### src/rtl/gate_selftest_seq.sv
// rtl/gate_selftest_seq.sv - self-test sequencer for a 2-input combinational gate
//
// Purpose:
//   On start, walks the four input vectors k = {B,A} = 0,1,2,3 into the gate
//   under test, holds each for SETTLE+1 cycles, samples gate_out at the end of
//   each hold and compares it with TRUTH[k]. Reports pass, a mismatch count
//   and a per-vector failure mask.
//
// Ports:
//   clk        in   rising-edge clock
//   rst_n      in   synchronous active-low reset
//   start      in   begin a run (honoured only in IDLE)
//   gate_out   in   output of the gate under test
//   gate_a     out  gate input A (registered)
//   gate_b     out  gate input B (registered)
//   busy       out  high while vectors are driven
//   done       out  one-cycle pulse at run completion
//   pass       out  last completed run had zero mismatches
//   err_count  out  mismatching vectors in the last run (0..4)
//   fail_vec   out  bit k set if vector k mismatched
module gate_selftest_seq #(
  parameter logic [3:0] TRUTH  = 4'b1000,
  parameter int         SETTLE = 2
) (
  input  logic       clk,
  input  logic       rst_n,
  input  logic       start,
  input  logic       gate_out,
  output logic       gate_a,
  output logic       gate_b,
  output logic       busy,
  output logic       done,
  output logic       pass,
  output logic [2:0] err_count,
  output logic [3:0] fail_vec
);

  localparam logic [3:0] RELOAD = 4'(SETTLE);

  typedef enum logic [1:0] {IDLE, DRIVE, DONE} state_t;

  state_t     state, state_nxt;
  logic [1:0] k, k_nxt;
  logic [3:0] cnt, cnt_nxt;
  logic       gate_a_nxt, gate_b_nxt, busy_nxt, done_nxt, pass_nxt;
  logic [2:0] err_nxt;
  logic [3:0] fail_nxt;
  logic       mismatch;
  logic       last_sample;

  // Anything other than an exact match (including X/Z in simulation) is a
  // mismatch: an unknown compare result falls through to the default.
  always_comb begin
    mismatch = 1'b1;
    if (gate_out == TRUTH[k]) mismatch = 1'b0;
  end

  assign last_sample = (cnt == 4'd0) && (k == 2'd3);

  // State register
  always_ff @(posedge clk) begin
    if (!rst_n) state <= IDLE;
    else        state <= state_nxt;
  end

  // Next-state logic
  always_comb begin
    state_nxt = state;
    unique case (state)
      IDLE:    if (start) state_nxt = DRIVE;
      DRIVE:   if (last_sample) state_nxt = DONE;
      DONE:    state_nxt = IDLE;
      default: state_nxt = IDLE;
    endcase
  end

  // Output logic: next values of the registered outputs and counters
  always_comb begin
    k_nxt      = k;
    cnt_nxt    = cnt;
    gate_a_nxt = 1'b0;
    gate_b_nxt = 1'b0;
    busy_nxt   = 1'b0;
    done_nxt   = 1'b0;
    pass_nxt   = pass;
    err_nxt    = err_count;
    fail_nxt   = fail_vec;
    unique case (state)
      IDLE: begin
        if (start) begin
          k_nxt    = 2'd0;
          cnt_nxt  = RELOAD;
          busy_nxt = 1'b1;
          pass_nxt = 1'b0;
          err_nxt  = 3'd0;
          fail_nxt = 4'd0;
        end
      end
      DRIVE: begin
        busy_nxt   = 1'b1;
        gate_a_nxt = k[0];
        gate_b_nxt = k[1];
        if (cnt != 4'd0) begin
          cnt_nxt = cnt - 4'd1;
        end else begin
          if (mismatch) begin
            fail_nxt[k] = 1'b1;
            err_nxt     = err_count + 3'd1;
          end
          if (k != 2'd3) begin
            k_nxt      = k + 2'd1;
            cnt_nxt    = RELOAD;
            gate_a_nxt = k_nxt[0];
            gate_b_nxt = k_nxt[1];
          end else begin
            busy_nxt   = 1'b0;
            gate_a_nxt = 1'b0;
            gate_b_nxt = 1'b0;
            done_nxt   = 1'b1;
            pass_nxt   = (err_nxt == 3'd0);
          end
        end
      end
      DONE: ;
      default: ;
    endcase
  end

  // Output and datapath registers
  always_ff @(posedge clk) begin
    if (!rst_n) begin
      k         <= 2'd0;
      cnt       <= 4'd0;
      gate_a    <= 1'b0;
      gate_b    <= 1'b0;
      busy      <= 1'b0;
      done      <= 1'b0;
      pass      <= 1'b0;
      err_count <= 3'd0;
      fail_vec  <= 4'd0;
    end else begin
      k         <= k_nxt;
      cnt       <= cnt_nxt;
      gate_a    <= gate_a_nxt;
      gate_b    <= gate_b_nxt;
      busy      <= busy_nxt;
      done      <= done_nxt;
      pass      <= pass_nxt;
      err_count <= err_nxt;
      fail_vec  <= fail_nxt;
    end
  end

endmodule

### config.mk
export PLATFORM = sky130hd
export DESIGN_NAME = gate_selftest_seq
export DESIGN_NICKNAME = d
export VERILOG_FILES = /design/src/rtl/gate_selftest_seq.sv
export SDC_FILE = /design/constraint.sdc
export NUM_CORES = 1
export LEC_CHECK = 0
export CORE_UTILIZATION = 55
export DETAILED_ROUTE_END_ITERATION = 12
export GPL_TIMING_DRIVEN = 1
export PLACE_DENSITY = 0.82
export SLEW_MARGIN = 20
export SYNTH_ARGS = -nofsm -noshare
export SYNTH_HDL_FRONTEND = slang
export SYNTH_SLANG_ARGS = --single-unit
### constraint.sdc
create_clock -name clk -period 3 [get_ports clk]
set_input_delay 0.9 -clock clk [delete_from_list [all_inputs] [get_ports clk]]
set_output_delay 0.9 -clock clk [all_outputs]
set_load 0.01 [all_outputs]
==> qor.txt <==
met2 routed WL: 1022 um
Clk pin slew, worst setup/hold paths: 0.11 ns
Syn Inst Count: 105
DR pass1 iterations: 4
Die ar.: 1978 um2
Max stage delay on crit path: 0.57 ns
Final Skew: 0.001046 ns
P per Cell Area: 438.6 nW/um2
CP Data Required Time: 2.10 ns
Hold Path Stages: 1
hold crit path type: reg2reg
htree depth: 1
drt drc: 0
Setup TNS: 0 ns
fin area: 1180 um2
Max FO, Critical Path: 6
commonest non-fill, non-tap cell in the layout: dfxtp_1
Worst-Margin Slew: 0.6404 ns
unrepaired setup endpoints after global routing: no
M1 WL: 969 um
Syn Nets: 116
FFs w/ async S/R, synth: 0%
initial antenna violation count: 0
uppermost layer routed: met4
Placer Congestion: 0.8150
Distinct cells, synth: 40
footprint of the multi-input gates: 554.3 um2
clock sinks: 20
GRT overflow: 0
Die Wd: 44.48 um
Reg area: 400.4 um2
type of origin of the critical path: flop
final slew viol count: 0
CTS Buffer Depth: 2
clock latency at the later pin of the worst-skew pair: 0.30 ns
TritonCTS clock tree: built
number of global-route vias before repair: 826
cts hold-fix bufs: 0
ranking of synthesized cells by area: dfxtp_1 (40%), ha_1 (8.8%), nor2_1 (4.9%)
Static Leak: 0.4513 nW
crit path capture type: output pin
Tcrit/Tclk final: 73.19%
post-synth top area cell: dfxtp_1
status: complete, no violations
n_diodes: 0
Yosys top cell area share: 40.35%
reg-to-reg startpoint: cnt[0]$_SDFFE_PN0P_
post-synthesis instance area: 992.2 um2
synth warn: 0
DPL Wire Length: 1560 um
worst vdd ir: 0.0003393 V
input/output buffers: 15
WS Path Type: reg2out
hold_sp: fail_vec[1]$_SDFFE_PN0P_
most frequent cells in the layout: dfxtp_1 (20), clkdlybuf4s50_1 (15), nor2_1 (13)
initial cell density of the core: 62.24%
Placed Area: 1157 um2
Final setup viols: 0
worst reg-to-reg path cell count: 6
slowest stage cell on the critical path: clkdlybuf4s50_1
post-synthesis register bit count: 20
Routed Antenna Nets: 0
crit path DAT: 1.30 ns
routed wire length: 2130 um
post-cts sizing count: 0
min Tclk post-route: 2.196 ns
Avg Vias per Cell: 5.896
Layout Area Growth over Synthesis: 18.92%
DRT iter0 DRCs: 28
Final Hold Fails: 0
share of cells above drive strength 1: 7.500%
Buf/Inv on CP: 1
nets: 133
total track usage: 24.15%
met3 WL: 91 um
Hold EP: fail_vec[1]$_SDFFE_PN0P_
Top Ports: 16
Post-synth top flop: dfxtp_1
FMAX: 455.4 MHz
Max-Cap Viols: 0
core area: 1594 um2
R2R Path End: cnt[2]$_SDFFE_PN0P_
number of CTS-inserted buffers: 3
Syn Area/Cell: 9.450 um2
reg-to-reg slack, setup: 1.11 ns
Worst slew margin: 57.01%
crit-path leading delay family: buffers and inverters
die height: 44.48 um
std cell rows: 14
CP Cell Sequence: clkdlybuf4s50_1
via count: 849
Root Driver: clkbuf_4
first-pass GRT wire length: 3456 um
Wirelength per Cell: 14.79 um
Setup Fix Bufs, Post-CTS: 0
register area share after synthesis: 40.35%
EDFF count, synth: 0
largest net degree at the start of global routing: 11
Fill cells: 130
## cell usage after synthesis (all sizes together) (2+ instances only)
cell type  count
dfxtp         20
nor2          13
ha             7
inv            6
a21oi          5
nand2          5
nor3           5
a32o           4
nand3          3
nor4           3
a31oi          2
and2           2
buf            2
mux2i          2
nand2b         2
nor3b          2
o21ai          2
o22ai          2
## how the worst max path moves through the flow
stage / start / endpoint / cells past startpoint
after floorplan: start / cnt[2]$_SDFFE_PN0P_ / 4
after global placement: start / cnt[2]$_SDFFE_PN0P_ / 5
after detailed placement: start / cnt[2]$_SDFFE_PN0P_ / 5
after CTS: err_count[0]$_SDFFE_PN0P_ / err_count[0] / 1
after global routing: start / cnt[1]$_SDFFE_PN0P_ / 5
final: err_count[0]$_SDFFE_PN0P_ / err_count[0] / 1
## registers in the layout, summed over array words and instances (netlist names)
name / count
busy: 1
cnt: 4
done: 1
err_count: 3
fail_vec: 4
gate_a: 1
gate_b: 1
k: 2
pass: 1
state: 2
## layout make-up
type | count | share of cell area (%)
multi-input combinational | 76 | 46.98
sequential | 20 | 33.93
timing repair buffer | 15 | 12.73
tap | 24 | 2.545
clock buffer | 3 | 1.909
inverter | 6 | 1.909
## routing by layer
layer | GRT usage (%) | vias to the layer above
met5 | 0 | -
met4 | 10.91 | 0
met3 | 3.673 | 6
met2 | 41.18 | 26
met1 | 29.87 | 404
li1 | - | 413
## through the flow
stage                     worst slack, ns  hold WS (ns)  cells  utilization (%)  total power [mW]
after global placement             0.5774        0.4510    141            72.61            0.3911
after global routing               0.7530        0.5092    144            74.02            0.5400
final                              0.8042        0.4808    144            74.02            0.5175
after detailed placement           0.5727        0.4585    141            72.61            0.3941
after CTS                          0.8078        0.4836    144            74.02            0.5160
after floorplan                     1.302        0.4692    105                -            0.3627
## where the power goes
part           switching (mW)  internal [mW]  total (mW)
Clock                  0.0802         0.0469       0.127
Combinational          0.0593         0.0428       0.102
Sequential             0.0114          0.277       0.288
Total                   0.151          0.367       0.518
## cells by family after synthesis
| logic type | count (synthesis) | share of synthesized area (%) |
|---|---|---|
| xor gates and xnor gates | 2 | 2.523 |
| AOI/OAI and AO/OA | 24 | 18.03 |
| muxes | 2 | 2.018 |
| DFF | 20 | 40.35 |
| and+or+nand+nor | 41 | 24.46 |
| adders and majority gates | 7 | 8.827 |
| buffers and inverters | 9 | 3.782 |
No activity file was read; power rests on OpenSTA's default activity.
